<file path="src/rtl/lcd_scan_if.sv">
// Display-RAM read port shared between the LCD scanner and the CPU core.
// The scanner is the master. It raises ram_req with ram_addr, and the RAM
// side answers with ram_gnt. Data appears on ram_dout one clk after a
// granted request.
interface lcd_scan_if #(
    parameter int RAM_AW = 7
);
    logic              ram_req;
    logic [RAM_AW-1:0] ram_addr;
    logic              ram_gnt;
    logic [3:0]        ram_dout;

    modport master (
        output ram_req,
        output ram_addr,
        input  ram_gnt,
        input  ram_dout
    );

    modport slave (
        input  ram_req,
        input  ram_addr,
        output ram_gnt,
        output ram_dout
    );
endinterface

</file>
<file path="src/rtl/lcd_scan.sv">
// LCD multiplex scanner. Each common slot reads BANKS*SEGS nibbles of
// display RAM and keeps bit [cidx] of each nibble in a shadow register.
// It then updates the segment outputs, the one-hot common strobe and the
// Bs backplane together, so a slot that has only been partly read never
// reaches the pins.
//
// state | meaning
// ------+----------------------------------------------------------
// IDLE  | waiting for the slot tick
// READ  | requesting RAM reads, index advances on each grant
// DRAIN | last granted read returns its data this clk
// LATCH | shadow -> seg; com/bs/frame_start update; next common
module lcd_scan #(
    parameter int                COMMONS   = 4,
    parameter int                SEGS      = 16,
    parameter int                BANKS     = 2,
    parameter int                RAM_AW    = 7,
    parameter logic [RAM_AW-1:0] DISP_BASE = 7'h60,
    parameter int                TICK_DIV  = 512
) (
    input  logic                  clk,
    input  logic                  rst,
    input  logic                  ce,
    input  logic                  bp,
    input  logic                  bc,
    input  logic [3:0]            l_reg,
    input  logic [3:0]            y_reg,
    lcd_scan_if.master            bus,
    output logic [BANKS*SEGS-1:0] seg,
    output logic [COMMONS-1:0]    com,
    output logic                  bs,
    output logic                  frame_start,
    output logic                  overrun
);

    localparam int N  = BANKS * SEGS;
    localparam int KW = (N > 1) ? $clog2(N) : 1;
    localparam int TW = (TICK_DIV > 1) ? $clog2(TICK_DIV) : 1;

    localparam logic [KW-1:0] K_LAST    = KW'(N - 1);
    localparam logic [TW-1:0] TICK_LAST = TW'(TICK_DIV - 1);
    localparam logic [1:0]    CIDX_LAST = 2'(COMMONS - 1);

    typedef enum logic [1:0] {
        IDLE  = 2'd0,
        READ  = 2'd1,
        DRAIN = 2'd2,
        LATCH = 2'd3
    } state_t;

    state_t            state;
    state_t            state_nxt;

    logic [TW-1:0]     tick_cnt;
    logic              tick;

    logic              req;
    logic [RAM_AW-1:0] addr;
    logic [KW-1:0]     k;
    logic              grant;
    logic              last_grant;

    logic              cap_vld;
    logic [KW-1:0]     cap_idx;
    logic [N-1:0]      shadow;

    logic [1:0]        cidx;
    logic              disp_en;
    logic [3:0]        bs_pat;

    assign tick       = ce && (tick_cnt == TICK_LAST);
    assign grant      = req && bus.ram_gnt;
    assign last_grant = grant && (k == K_LAST);
    assign disp_en    = bp && !bc;
    assign bs_pat     = l_reg & ~y_reg;

    assign bus.ram_req  = req;
    assign bus.ram_addr = addr;

    // Slot timer: counts ce pulses and wraps after TICK_DIV of them.
    // The wrap keeps going even while a scan overruns.
    always_ff @(posedge clk or negedge rst) begin
        if (!rst) begin
            tick_cnt <= '0;
        end else if (ce) begin
            tick_cnt <= tick ? '0 : tick_cnt + TW'(1);
        end
    end

    // FSM state register.
    always_ff @(posedge clk or negedge rst) begin
        if (!rst) begin
            state <= IDLE;
        end else begin
            state <= state_nxt;
        end
    end

    // FSM next-state decode. A tick outside IDLE is dropped here; it is
    // flagged as an overrun in the status register.
    always_comb begin
        state_nxt = state;
        case (state)
            IDLE:    if (tick) state_nxt = READ;
            READ:    if (last_grant) state_nxt = DRAIN;
            DRAIN:   state_nxt = LATCH;
            LATCH:   state_nxt = IDLE;
            default: state_nxt = IDLE;
        endcase
    end

    // Read port. The address is held while the grant is low and parks at
    // DISP_BASE between scans.
    always_ff @(posedge clk or negedge rst) begin
        if (!rst) begin
            req  <= 1'b0;
            addr <= DISP_BASE;
            k    <= '0;
        end else if ((state == IDLE) && tick) begin
            req  <= 1'b1;
            addr <= DISP_BASE;
            k    <= '0;
        end else if (last_grant) begin
            req  <= 1'b0;
            addr <= DISP_BASE;
            k    <= '0;
        end else if (grant) begin
            addr <= addr + RAM_AW'(1);
            k    <= k + KW'(1);
        end
    end

    // Capture the returning nibble one clk after its grant. Only bit [cidx]
    // of the nibble is needed for this common.
    always_ff @(posedge clk or negedge rst) begin
        if (!rst) begin
            cap_vld <= 1'b0;
            cap_idx <= '0;
            shadow  <= '0;
        end else begin
            cap_vld <= grant;
            cap_idx <= k;
            if (cap_vld) begin
                shadow[cap_idx] <= bus.ram_dout[cidx];
            end
        end
    end

    // Output latch. bp/bc/l_reg/y_reg are looked at only here, so register
    // writes made mid-scan take effect at a slot boundary.
    always_ff @(posedge clk or negedge rst) begin
        if (!rst) begin
            seg         <= '0;
            com         <= '0;
            bs          <= 1'b0;
            frame_start <= 1'b0;
            cidx        <= 2'd0;
        end else begin
            frame_start <= 1'b0;
            if (state == LATCH) begin
                seg         <= disp_en ? shadow : '0;
                com         <= COMMONS'(1) << cidx;
                bs          <= disp_en && bs_pat[cidx];
                frame_start <= (cidx == 2'd0);
                cidx        <= (cidx == CIDX_LAST) ? 2'd0 : cidx + 2'd1;
            end
        end
    end

    // Sticky overrun: the slot tick came before the previous scan finished.
    always_ff @(posedge clk or negedge rst) begin
        if (!rst) begin
            overrun <= 1'b0;
        end else if (tick && (state != IDLE)) begin
            overrun <= 1'b1;
        end
    end

endmodule

</file>
<file path="src/flat_wrapper.sv">
// flat-port wrapper written by rule: the top's interface ports become plain ports
module lcd_scan_flat 
#(
    parameter int                COMMONS   = 4,
    parameter int                SEGS      = 16,
    parameter int                BANKS     = 2,
    parameter int                RAM_AW    = 7,
    parameter logic [RAM_AW-1:0] DISP_BASE = 7'h60,
    parameter int                TICK_DIV  = 512
)
  (clk, rst, ce, bp, bc, l_reg, y_reg, seg, com, bs, frame_start, overrun, bus_ram_req, bus_ram_addr, bus_ram_gnt, bus_ram_dout);
  lcd_scan_if #(.RAM_AW(RAM_AW)) bus_i ();
  input  logic clk;
  input  logic rst;
  input  logic ce;
  input  logic bp;
  input  logic bc;
  input  logic [3:0] l_reg;
  input  logic [3:0] y_reg;
  output logic [BANKS*SEGS-1:0] seg;
  output logic [COMMONS-1:0] com;
  output logic bs;
  output logic frame_start;
  output logic overrun;
  output wire logic [$bits(bus_i.ram_req)-1:0] bus_ram_req;
  output wire logic [$bits(bus_i.ram_addr)-1:0] bus_ram_addr;
  input wire logic [$bits(bus_i.ram_gnt)-1:0] bus_ram_gnt;
  input wire logic [$bits(bus_i.ram_dout)-1:0] bus_ram_dout;
  assign bus_ram_req = bus_i.ram_req;
  assign bus_ram_addr = bus_i.ram_addr;
  assign bus_i.ram_gnt = bus_ram_gnt;
  assign bus_i.ram_dout = bus_ram_dout;
  lcd_scan #(.COMMONS(COMMONS), .SEGS(SEGS), .BANKS(BANKS), .RAM_AW(RAM_AW), .DISP_BASE(DISP_BASE), .TICK_DIV(TICK_DIV)) u_core (.clk(clk), .rst(rst), .ce(ce), .bp(bp), .bc(bc), .l_reg(l_reg), .y_reg(y_reg), .bus(bus_i), .seg(seg), .com(com), .bs(bs), .frame_start(frame_start), .overrun(overrun));
endmodule
</file>
<file path="config.mk">
export PLATFORM = sky130hd
export DESIGN_NAME = lcd_scan_flat
export DESIGN_NICKNAME = d
export VERILOG_FILES = /design/src/rtl/lcd_scan_if.sv /design/src/rtl/lcd_scan.sv /design/src/flat_wrapper.sv
export SDC_FILE = /design/constraint.sdc
export NUM_CORES = 1
export LEC_CHECK = 0
export ABC_AREA = 1
export CAP_MARGIN = 20
export CORE_MARGIN = 8
export CORE_UTILIZATION = 60
export CTS_CLUSTER_DIAMETER = 80
export DETAILED_ROUTE_END_ITERATION = 16
export DONT_BUFFER_PORTS = 1
export PLACE_DENSITY_LB_ADDON = 0.15
export REMOVE_ABC_BUFFERS = 1
export SLEW_MARGIN = 20
export SYNTH_ARGS = -nofsm -noshare
export SYNTH_HDL_FRONTEND = slang
export SYNTH_SLANG_ARGS = --single-unit
</file>
<file path="constraint.sdc">
create_clock -name clk -period 2.2 [get_ports clk]
set_input_delay 0.44 -clock clk [delete_from_list [all_inputs] [get_ports clk]]
set_output_delay 0.44 -clock clk [all_outputs]
set_load 0.01 [all_outputs]
</file>
==> flow_metrics.env <==
export IMPL_htreeDepth=3
export IMPL_rows=31
export IMPL_cp_max_fo=14
export IMPL_die_w_um=102
export IMPL_reg2reg_slack_ns=0.34
export IMPL_peakVddDrop_v=0.000324
export IMPL_dp_cells=540
export IMPL_synth_top_family_by_area="simple AND/OR/NAND/NOR gates"
export IMPL_post_drt_via_cell_ratio=5.38
export IMPL_grt_ovfl_total=0
export IMPL_ys_ff_latch=103
export IMPL_synth_cells=452
export IMPL_clk_pin_slew_ns=0.11
export IMPL_maxSlewHeadroom=0.575
export IMPL_area_growth_pct=5.50
export IMPL_crit_arrival_ns=2.11
export IMPL_post_route_period_util=0.844
export IMPL_violations="negative hold slack"
export IMPL_tns_ns=0
export IMPL_synth_top_area_frac=0.575
export IMPL_ys_top_cells_by_area="dfrtp_1 (58%), nand2_1 (11%), a22o_1 (6.4%)"
export IMPL_grt_pass1_wl_um=14100
export IMPL_max_slew_worst_pin_slew_ns=0.635
export IMPL_wirelength_um=8240
export IMPL_syn_area_per_cell_um2=9.72
export IMPL_design_core_area_um2=7180
export IMPL_dr_pass1_iters=5
export IMPL_gp_congestion=0.802
export IMPL_holdWs_ns=-0.248
export IMPL_hold_viol=103
export IMPL_synth_fa_ha_area_frac=0.0399
export IMPL_min_path_type="input port to asynchronous set/reset pin"
export IMPL_ys_seq_area_frac=0.587
export IMPL_cts_buffer_depth=2
export IMPL_max_cap_viol_count=0
export IMPL_synth_distinct_cells=26
export IMPL_drive_gt1_frac=0.0744
export IMPL_die_y_um=102
export IMPL_yosys_area_top_type="dfrtp_1"
export IMPL_final_net_count=484
export IMPL_critPathKind="register to register"
export IMPL_power_leakage_uw=0.00235
export IMPL_synth_compound_area_frac=0.129
export IMPL_synthSimpleGateAreaFrac=0.185
export IMPL_vias=2989
export IMPL_top_layer="met4"
export IMPL_cts_root_buf="clkbuf_8"
export IMPL_startpoint_type="register"
export IMPL_numCtsBuffers=9
export IMPL_setup_violations=0
export IMPL_final_cells=556
export IMPL_status="finished with violations"
export IMPL_synthXorXnorAreaFrac=0
export IMPL_synthMuxAreaShare=0.00228
export IMPL_ff2ff_path_depth=9
export IMPL_grt_use_total=0.171
export IMPL_clock_skew_ns=0.0133
export IMPL_route_met3_wl_um=499
export IMPL_wl_met2_um=3880
export IMPL_wl_met1_um=3720
export IMPL_fmax_mhz=539
export IMPL_synth_area_um2=4390
export IMPL_p_per_area_nw_per_um2=719
export IMPL_antenna_left=0
export IMPL_grt_pass1_vias=2969
export IMPL_cts_tree="done"
export IMPL_die_area_um2=10300
export IMPL_cts_sinks=103
export IMPL_slew_viol_final=0
export IMPL_grt_antenna_before_repair=0
export IMPL_drt_initial_drc_count=133
export IMPL_rsz0062_at_grt="no"
export IMPL_finalCriticalPeriod_ns=1.86
export IMPL_end_kind="register"
export IMPL_grt_max_degree=104
export IMPL_initial_core_util=0.612
export IMPL_yosys_warnings=0
export IMPL_layout_common_cells="nand2_1 (123), dfrtp_1 (101), inv_1 (35)"
export IMPL_drc_errors=0
export IMPL_insertion_delay_ns=0.36
export IMPL_required_ns=2.45
export IMPL_num_io_pins=65
export IMPL_wl_per_cell_um=14.8
export IMPL_io_buffers=0
export IMPL_layout_commonest_cell="nand2_1"
export IMPL_place_hpwl_um=5640
export IMPL_antenna_cells=0
==> synthesized netlist by cell type, drive strengths merged <==
cell    number
nor3b        1
a22o        32
nor2        33
ha          14
dfrtp      101
inv         40
buf         13
nor3         6
mux2i        1
nor4         1
o21ai       41
nand3       25
nand2      125
o21bai       2
a21oi       13
dfstp        2
nand4        2
==> registers in the layout, indices dropped and copies added, names as in the netlist <==
register and count:
u_core.bs 1, u_core.bus.ram_addr 7, u_core.bus.ram_req 1, u_core.cap_idx 5, u_core.cap_vld 1, u_core.cidx 2, u_core.com 4, u_core.frame_start 1
u_core.k 5, u_core.overrun 1, u_core.seg 32, u_core.shadow 32, u_core.state 2, u_core.tick_cnt 9
==> final timing paths <==
| path | start | end |
|---|---|---|
| setup / recovery | u_core.tick_cnt[0]$_DFFE_PN0P_ | u_core.bus.ram_addr[2]$_DFFE_PN0P_ |
| hold / removal | rst | u_core.seg[25]$_DFFE_PN0P_ |
| setup reg to reg | u_core.tick_cnt[0]$_DFFE_PN0P_ | u_core.bus.ram_addr[2]$_DFFE_PN0P_ |
| hold reg to reg | u_core.k[3]$_DFFE_PN0P_ | u_core.cap_idx[3]$_DFF_PN0_ |
| max in group asynchronous | rst | u_core.bus.ram_addr[5]$_DFFE_PN1P_ |
| min in group clk | ce | u_core.tick_cnt[0]$_DFFE_PN0P_ |
==> layer usage <==
metal / global-route usage / vias to the layer above
met1: 0.217 / 1435
met2: 0.267 / 48
met5: 0 / -
li1: - / 1493
met4: 0.0767 / 0
met3: 0.0467 / 13
==> metrics by stage <==
step / total power (uW) / setup WS (ns) / hold WS, ns / util / cell area (um^2)
after detailed placement: 2230 / 0.373 / 0.147 / 0.620 / 4450
after global routing: 3490 / 0.117 / -0.269 / 0.646 / 4630
after global placement: 2220 / 0.434 / 0.148 / 0.620 / 4450
after CTS: 3350 / 0.341 / -0.259 / 0.646 / 4630
final: 3330 / 0.344 / -0.248 / 0.646 / 4630
after floorplan: 2190 / 0.573 / 0.144 / - / 4290
==> where the power goes <==
group	total, uW	internal (uW)	switching [uW]
Sequential	2030	1960	64.5
Clock	1130	459	674
Combinational	172	67.8	104
==> worst max-delay path, stage by stage (launching register included) <==
cell	delay (ns)
dfrtp_1	0.40
ha_1	0.19
nand2_1	0.06
nor4_1	0.19
ha_1	0.26
nand3_2	0.10
nand2_2	0.22
inv_1	0.12
o21ai_0	0.16
nor2_1	0.06
==> kinds of logic (layout without fill, tap and decap cells) <==
group	Yosys count	count (layout)
fa+ha+maj	14	14
compound gates	88	88
buf+inv	53	58
flops	103	103
simple gates	193	193
mux	1	1
==> cell type report <==
type | count | area, um^2
Clock buffer | 10 | 138
Clock inverter | 6 | 50.0
Fill cell | 551 | 2540
Inverter | 40 | 150
Multi-Input combinational cell | 296 | 1560
Sequential cell | 103 | 2580
Tap cell | 99 | 124
Timing Repair Buffer | 2 | 27.5
==> what timing repair did <==
action / 4_1_cts / 5_1_grt
buffers inserted: 0 / 0
resized for setup: 0 / 0
endpoints found under the hold margin: 103 / 103
No activity file was read; power rests on OpenSTA's default activity.
